File: config.mk
export PLATFORM = sky130hd
export DESIGN_NAME = alu_pipe
export DESIGN_NICKNAME = d
export VERILOG_FILES = /design/src/rtl/alu_pkg.sv /design/src/rtl/alu_core.sv /design/src/rtl/alu_pipe.sv
export SDC_FILE = /design/constraint.sdc
export NUM_CORES = 1
export LEC_CHECK = 0
export CAP_MARGIN = 0
export CORE_ASPECT_RATIO = 1.25
export CORE_MARGIN = 1
export CORE_UTILIZATION = 35
export CTS_CLUSTER_DIAMETER = 80
export DETAILED_ROUTE_END_ITERATION = 8
export PLACE_DENSITY = 0.53
export SYNTH_ARGS = -nofsm -noshare
export SYNTH_HDL_FRONTEND = slang
export SYNTH_SLANG_ARGS = --single-unit
File: constraint.sdc
create_clock -name clk -period 2.05 [get_ports clk]
set_input_delay 0.3075 -clock clk [delete_from_list [all_inputs] [get_ports clk]]
set_output_delay 0.3075 -clock clk [all_outputs]
set_load 0.01 [all_outputs]
File: src/rtl/alu_pkg.sv
// ---------------------------------------------------------------------------
// alu_pkg
// Shared definitions for the pipelined integer ALU: the op-code width and the
// op-code constants used by alu_core and alu_pipe.
// ---------------------------------------------------------------------------
package alu_pkg;

   localparam int ALU_OP_W = 4;

   localparam logic [ALU_OP_W-1:0] ALU_ADD  = 4'd0;
   localparam logic [ALU_OP_W-1:0] ALU_SUB  = 4'd1;
   localparam logic [ALU_OP_W-1:0] ALU_AND  = 4'd2;
   localparam logic [ALU_OP_W-1:0] ALU_OR   = 4'd3;
   localparam logic [ALU_OP_W-1:0] ALU_XOR  = 4'd4;
   localparam logic [ALU_OP_W-1:0] ALU_SLL  = 4'd5;
   localparam logic [ALU_OP_W-1:0] ALU_SRL  = 4'd6;
   localparam logic [ALU_OP_W-1:0] ALU_SRA  = 4'd7;
   localparam logic [ALU_OP_W-1:0] ALU_SLT  = 4'd8;
   localparam logic [ALU_OP_W-1:0] ALU_SLTU = 4'd9;
   localparam logic [ALU_OP_W-1:0] ALU_EQ   = 4'd10;
   localparam logic [ALU_OP_W-1:0] ALU_NE   = 4'd11;
   localparam logic [ALU_OP_W-1:0] ALU_GE   = 4'd12;
   localparam logic [ALU_OP_W-1:0] ALU_GEU  = 4'd13;

endpackage : alu_pkg

File: src/rtl/alu_core.sv
// ---------------------------------------------------------------------------
// alu_core
// Purely combinational ALU datapath.
//   op     : operation code (alu_pkg constants); unused codes yield 0
//   a, b   : operands, XLEN bits
//   result : XLEN-bit result; compares return 0/1 zero-extended
// ---------------------------------------------------------------------------
module alu_core
   import alu_pkg::*;
#(
   parameter int XLEN = 32
) (
   input  logic [ALU_OP_W-1:0] op,
   input  logic [XLEN-1:0]     a,
   input  logic [XLEN-1:0]     b,
   output logic [XLEN-1:0]     result
);

   localparam int SH_W = $clog2(XLEN);

   logic [SH_W-1:0] shamt;
   logic            lt_s;
   logic            lt_u;
   logic            eq;

   // Only the low log2(XLEN) bits of b select the shift distance.
   assign shamt = b[SH_W-1:0];
   assign lt_s  = $signed(a) < $signed(b);
   assign lt_u  = a < b;
   assign eq    = a == b;

   always_comb begin
      // NOTE: default assigned first so every path drives result; no latch.
      result = '0;
      unique case (op)
         ALU_ADD:  result = a + b;
         ALU_SUB:  result = a - b;
         ALU_AND:  result = a & b;
         ALU_OR:   result = a | b;
         ALU_XOR:  result = a ^ b;
         ALU_SLL:  result = a << shamt;
         ALU_SRL:  result = a >> shamt;
         ALU_SRA:  result = $unsigned($signed(a) >>> shamt);
         ALU_SLT:  result = {{(XLEN-1){1'b0}}, lt_s};
         ALU_SLTU: result = {{(XLEN-1){1'b0}}, lt_u};
         ALU_EQ:   result = {{(XLEN-1){1'b0}}, eq};
         ALU_NE:   result = {{(XLEN-1){1'b0}}, !eq};
         ALU_GE:   result = {{(XLEN-1){1'b0}}, !lt_s};
         ALU_GEU:  result = {{(XLEN-1){1'b0}}, !lt_u};
         default:  result = '0;
      endcase
   end

endmodule : alu_core

File: src/rtl/alu_pipe.sv
// ---------------------------------------------------------------------------
// alu_pipe
// Pipelined integer ALU between the ALU reservation station and the CDB.
// One op per cycle with valid/ready on both sides, 1- or 2-stage latency.
//   clk, reset    : clock, asynchronous active-low reset
//   rdy           : global enable; low freezes every register
//   flush         : drops every in-flight op (and a same-cycle input)
//   in_*          : issue side (op, operands, ROB tag, valid/ready)
//   out_*         : result side toward the CDB (result, tag, valid/ready)
//   done_cnt      : wrapping count of results accepted by the CDB
// ---------------------------------------------------------------------------
module alu_pipe
   import alu_pkg::*;
#(
   parameter int XLEN      = 32,
   parameter int ROB_WIDTH = 4,
   parameter int LATENCY   = 1,
   parameter int CNT_WIDTH = 16
) (
   input  logic                 clk,
   input  logic                 reset,
   input  logic                 rdy,
   input  logic                 flush,
   input  logic                 in_valid,
   output logic                 in_ready,
   input  logic [ALU_OP_W-1:0]  in_op,
   input  logic [XLEN-1:0]      in_a,
   input  logic [XLEN-1:0]      in_b,
   input  logic [ROB_WIDTH-1:0] in_tag,
   output logic                 out_valid,
   input  logic                 out_ready,
   output logic [XLEN-1:0]      out_result,
   output logic [ROB_WIDTH-1:0] out_tag,
   output logic [CNT_WIDTH-1:0] done_cnt
);

   logic                 in_fire;
   logic                 out_fire;
   logic [ALU_OP_W-1:0]  core_op;
   logic [XLEN-1:0]      core_a;
   logic [XLEN-1:0]      core_b;
   logic [XLEN-1:0]      core_result;
   logic                 out_valid_q;
   logic [XLEN-1:0]      out_result_q;
   logic [ROB_WIDTH-1:0] out_tag_q;
   logic [CNT_WIDTH-1:0] done_cnt_q;

   // in_ready already contains rdy, so both fire terms are rdy-qualified.
   assign in_fire  = in_valid & in_ready;
   assign out_fire = rdy & out_valid_q & out_ready;

   alu_core #(.XLEN(XLEN)) u_core (
      .op     (core_op),
      .a      (core_a),
      .b      (core_b),
      .result (core_result)
   );

   generate
      if (LATENCY == 1) begin : g_lat1
         assign core_op  = in_op;
         assign core_a   = in_a;
         assign core_b   = in_b;
         assign in_ready = rdy & (!out_valid_q | out_ready);

         // Output data only loads on in_fire, which cannot happen while a
         // result is stalled, so a stalled result is held stable.
         always_ff @(posedge clk or negedge reset) begin
            if (!reset) begin
               out_valid_q  <= 1'b0;
               out_result_q <= '0;
               out_tag_q    <= '0;
            end else if (rdy) begin
               // NOTE: sequential state uses non-blocking assignments only.
               if (flush) begin
                  out_valid_q <= 1'b0;
               end else if (in_fire) begin
                  out_valid_q  <= 1'b1;
                  out_result_q <= core_result;
                  out_tag_q    <= in_tag;
               end else if (out_fire) begin
                  out_valid_q <= 1'b0;
               end
            end
         end
      end else if (LATENCY == 2) begin : g_lat2
         logic                 s1_valid;
         logic [ALU_OP_W-1:0]  s1_op;
         logic [XLEN-1:0]      s1_a;
         logic [XLEN-1:0]      s1_b;
         logic [ROB_WIDTH-1:0] s1_tag;
         logic                 s2_adv;
         logic                 s1_free;

         // Stage 2 moves when empty or drained; stage 1 can take a new op
         // when empty or when its contents move on (bubble compression).
         assign s2_adv   = !out_valid_q | out_ready;
         assign s1_free  = !s1_valid | s2_adv;
         assign in_ready = rdy & s1_free;
         assign core_op  = s1_op;
         assign core_a   = s1_a;
         assign core_b   = s1_b;

         always_ff @(posedge clk or negedge reset) begin
            if (!reset) begin
               s1_valid     <= 1'b0;
               s1_op        <= '0;
               s1_a         <= '0;
               s1_b         <= '0;
               s1_tag       <= '0;
               out_valid_q  <= 1'b0;
               out_result_q <= '0;
               out_tag_q    <= '0;
            end else if (rdy) begin
               if (flush) begin
                  s1_valid    <= 1'b0;
                  out_valid_q <= 1'b0;
               end else begin
                  if (s2_adv) begin
                     out_valid_q <= s1_valid;
                     if (s1_valid) begin
                        out_result_q <= core_result;
                        out_tag_q    <= s1_tag;
                     end
                  end
                  if (s1_free) begin
                     s1_valid <= in_valid;
                     if (in_valid) begin
                        s1_op  <= in_op;
                        s1_a   <= in_a;
                        s1_b   <= in_b;
                        s1_tag <= in_tag;
                     end
                  end
               end
            end
         end
      end else begin : g_bad_latency
         $error("alu_pipe: LATENCY must be 1 or 2");
      end
   endgenerate

   // Results accepted in a flush cycle still count: flush is not checked here.
   always_ff @(posedge clk or negedge reset) begin
      if (!reset) begin
         done_cnt_q <= '0;
      end else if (out_fire) begin
         done_cnt_q <= done_cnt_q + CNT_WIDTH'(1);
      end
   end

   assign out_valid  = out_valid_q;
   assign out_result = out_result_q;
   assign out_tag    = out_tag_q;
   assign done_cnt   = done_cnt_q;

endmodule : alu_pipe

# Yosys cells after proc, flatten, opt, wreduce, memory -nomap -nowiden
# Index checks and enable logic that the tools add are counted.
# classes
addsub	3
n_bitwise	9
mux	4
order_cmp	2
reduce_logical	8
eq_ne	14
shift	3
# ops
cell	n
32-bit case mux with 14 select lines	1
32-bit < comparator	2
32-bit adder	1
32-bit AND	1
32-bit == test	1
32-bit OR	1
32-bit by 5-bit << shifter with 32-bit output	1
32-bit by 5-bit >> shifter with 32-bit output	1
32-bit by 5-bit >>> shifter with 32-bit output	1
32-bit subtractor	1
32-bit bitwise XOR	1
4-bit == test (second input constant)	6
16-bit by 1-bit adder with 16-bit output (second input constant)	1
4-bit by 3-bit == test with 1-bit output (second input constant)	4
4-bit by 2-bit == test with 1-bit output (second input constant)	2
1-bit AND	4
4-bit by 1-bit == test with 1-bit output (second input constant)	1
1-bit logical NOT	4
4-bit logical NOT	1
1-bit two-way mux	3
3-bit AND reduction	1
3-bit nonzero test	1
2-bit AND reduction	1
1-bit NOT	1
1-bit OR	1
# totals
reg_bits	53
output_inout_bits	54

# Depth between registers and ports, before layout
# depth
depth_word	6
ltp_mapped	15
depth_no_buf	13

# By module
# Synthesis repeated with hierarchy kept, for this count alone.
# hier_totals
cells_unflattened	1410
area_unflattened_um2	10968.0
# modules_own_cells
module	cells_per_inst	n_inst	area_per_inst_um2
alu_core	1264	1	8704.6
alu_pipe	146	1	2263.4

# Worst setup path before layout
# Ideal clock, no wire load.
# synth_timing
kind	in2reg
start	input in_b[3]
end	register out_result_q[28], in the netlist out_result[28]
arrival_time_ns	3.433
setup_slack_ns	-1.511
stages	14
path_cell_list	inv_1 > buf_1 > buf_1 > clkbuf_1 > ha_1 > buf_4 > a221oi_4 > o2111ai_2 > a31o_4 > o221ai_4 > a221oi_4 > o311ai_1 > a211oi_1 > nand3b_1
# synth_between
elab_chain_len	2
word_cells_on_any_way	6
# synth_rtl
element	line	rtl
start, declared	alu_pipe.sv:28	input logic [XLEN-1:0] in_b,
32-bit subtractor (tied with other cells)	alu_core.sv:37	ALU_SUB: result = a - b;
32-bit case mux with 14 select lines *	alu_core.sv:35	unique case (op)
end signal, assigned	alu_pipe.sv:79	out_result_q <= core_result;
end, declared	alu_pipe.sv:44	logic [XLEN-1:0] out_result_q;
# Mark *: on every way between the ends. The rest lies on a longest branch, timed or not.
# A chain may end at the register's enable or synchronous reset.

# Worst setup path after layout
# layout_timing
start	input in_a[5]
end	register out_result_q[30], in the netlist out_result[30]
# layout_between
elab_chain_len	2
word_cells_on_any_way	6
# layout_rtl
element	line	rtl
start, declared	alu_pipe.sv:27	input logic [XLEN-1:0] in_a,
32-bit subtractor (tied with other cells)	alu_core.sv:37	
32-bit case mux with 14 select lines *	alu_core.sv:35	
# Marks and branches as above.

==> metrics.md <==
| Metric | Value |
|---|---|
| Outcome | `finished with violations` |
| Failing checks | `setup timing` |
| Initial Util | `35.4%` |
| Vias in the first global route | `around 14k` |
| Num ports | `roughly 130` |
| Setup ws final | `-0.605 ns` |
| Post-synth top area cell | `dfrtp_1` |
| Clk_skew | `0.00938 ns` |
| Tot GR Track Use | `around two fifths` |
| WL per Instance | `24.6 µm` |
| Final setup viols | `32` |
| CP arrival | `~2.9 ns` |
| Mean Syn Cell Area | `between 7 and 8 µm²` |
| Final min period | `2.65 ns` |
| Final #Nets | `2361` |
| Fillers | `~2.7k` |
| Detail Route Antenna Nets | `0` |
| Final Hold Fails | `0` |
| Max clock buf depth | `2` |
| Rel. slew slack | `about 60%` |
| Post-synthesis sequential area ratio | `12.1%` |
| Die height | `200 µm` |
| CTS sink count | `53` |
| Initial antenna violation count | `0` |
| Mapped Area | `10900 µm²` |
| VDD IR max | `0.611 mV` |
| CP required | `2.25 ns` |
| Setup crit start kind | `input pin` |
| Total core area | `30900 µm²` |
| Cells after Synth | `1529` |
| Clock Latency Late Sink | `0.31 ns` |
| Commonest non-fill, non-tap cell in the layout | `buf_4` |
| Layout cell share with drive strength beyond 1 | `about half` |
| Post-synth EDFFs | `0` |
| Syn nets | `1714` |
| DRT Pass-1 Iters | `6` |
| Critical Path Sink Type | `flop` |
| Global-route wire length before repair | `91100 µm` |
| Final core occ | `~65%` |
| Fin Setup TNS | `-13.39 ns` |
| Die Footprint | `32000 µm²` |
| Multi-input gate area | `10800 µm²` |
| Iter 0 DRT Violations | `approximately 1.4k` |
| Hold Crit Class | `flop to flop` |
| Leakage | `8.74 nW` |
| RSZ-0062 raised after global routing | `yes` |
| DRC viols | `0` |
| Vias after detailed routing | `15.1k` |
| Max Slew Vio Count | `0` |
| Placed standard-cell area | `between 15000 and 20000 µm²` |
| Die W | `160 µm` |
| CTS clk-pin slew, worst paths | `approximately 0.08 ns` |
| DP HPWL | `50100 µm` |
| CP Max Fanout | `3` |
| TritonCTS clock tree | `yes` |
| Final period util | `129%` |
| Actual slew at the worst max-slew pin | `0.596 ns` |
| FF+latch area | `1330 µm²` |
| Post-synth top area share | `12.1%` |
| Pre-CTS setup slack | `-1.40 ns` |
| CTS root buf | `clkbuf_16` |
| Ys async rst share | `100%` |
| Largest net degree at the start of global routing | `76` |
| Design area | `19900 µm²` |
| Vias per cell | `5.84` |
| Yosys warns | `0` |
| IO Port Bufs | `around 130` |
| Num CTS Buffers | `5` |
| H-tree depth | `2` |
| WHS | `0.470 ns` |
| Fmax | `roughly 380 MHz` |
| Synth cell types | `87` |
| Top_reg_cell synth | `dfrtp_1` |
| Commonest cells after routing, fill and taps aside | `buf_4, nor2_1, nand2_1` |
| Top cells by area, synth | `dfrtp_1, ha_1, a21oi_1` |
| Syn-to-layout area delta | `82.1%` |
| Setup Crit Path Kind | `input pin to flop` |
| GR Overflow Total | `0` |
| Drt total wl | `~64000 µm` |
| Diodes inserted | `0` |
| Max-cap viol count | `0` |
| Pwr dens | `397 nW/µm²` |
| Row count | `72` |
| GP Congestion | `1.03` |
| #FFs+latches synth | `53` |
[where the power goes]
group | internal (mW) | total [mW] | switching (mW)
Sequential | 1.19 | 1.33 | 0.142
Clock | 0.462 | 0.919 | 0.458
Combinational | 2.78 | 5.66 | 2.88
[per-layer routing]
layer | up-vias | routed length (µm) | track usage [%]
met5 | - | 0 | 0
met4 | 0 | 3390 | 17.4
met3 | 165 | 4650 | 4.48
met2 | 712 | 30400 | 66.4
met1 | 7335 | 25100 | 48.1
li1 | 6867 | - | -
[sequential cells by signal (all words and copies together), names as in the netlist]
name	cells
out_tag	4
out_result	32
done_cnt	16
out_valid	1
[cells in the mapped netlist, types with 29 or more instances]
cell type / number
inv_1: 93
xnor2_1: 36
dfrtp_1: 53
nand2_1: 149
a21oi_1: 159
nor2_1: 177
ha_1: 105
clkbuf_1: 77
a211oi_1: 29
nor3_1: 38
nand3_1: 31
mux2i_1: 67
o21ai_0: 111
[worst max-delay path: stages]
cell	delay (ns)
buf_6	0.10
buf_6	0.11
ha_4	0.15
or4_4	0.57
o2111ai_4	0.28
buf_6	0.14
a31oi_4	0.09
a211o_1	0.36
and3_4	0.21
o31a_1	0.29
o21ai_1	0.14
a31oi_1	0.09
[path summary, 6_finish.rpt]
path	start	to	slack (ns)	cells after the start
setup / recovery	in_a[5]	out_result[30]	-0.60	12
hold / removal	done_cnt[15]	done_cnt[15]	0.47	1
setup reg to reg	out_valid	out_result[29]	-0.10	9
hold reg to reg	done_cnt[15]	done_cnt[15]	0.47	1
max in group asynchronous	reset	done_cnt[8]	0.99	3
min in group asynchronous	reset	out_result[27]	0.48	2
[cell families (layout without fill, tap and decap cells)]
kind of cell    Yosys count  after routing  synth area share, %
simple gates            477            477                 19.3
compound gates          521            521                 31.6
mux                     111            111                 13.2
xor+xnor                 42             42                 3.36
buf+inv                 218            866                 7.99
fa+ha+maj               107            107                 12.4
flops                    53             53                 12.1
[timing repair]
action / in CTS / in global routing
hold buffers: 1 / 0
pin swaps: 144 / 105
setup endpoints to repair: 33 / 32
setup buffers: 62 / 30
cloned: 6 / 0
resized for setup: 521 / 179
endpoints found under the hold margin: 16 / 0
[area by class of cell]
class	instances	share of cell area, %
clock buffers	5	0.628
clock inverters	3	0.126
inverters	102	2.13
multi-input cells	1258	54.4
flip-flops and latches	53	6.65
well taps	407	2.55
repair buffers	756	33.5
[per-stage QoR]
step | power [mW] | cells
after floorplan | 3.40 | 1529
after global placement | 5.85 | 2489
after detailed placement | 5.86 | 2489
after CTS | 7.52 | 2560
after global routing | 8.27 | 2584
final | 7.91 | 2584
(Power assumes the default switching activity.)
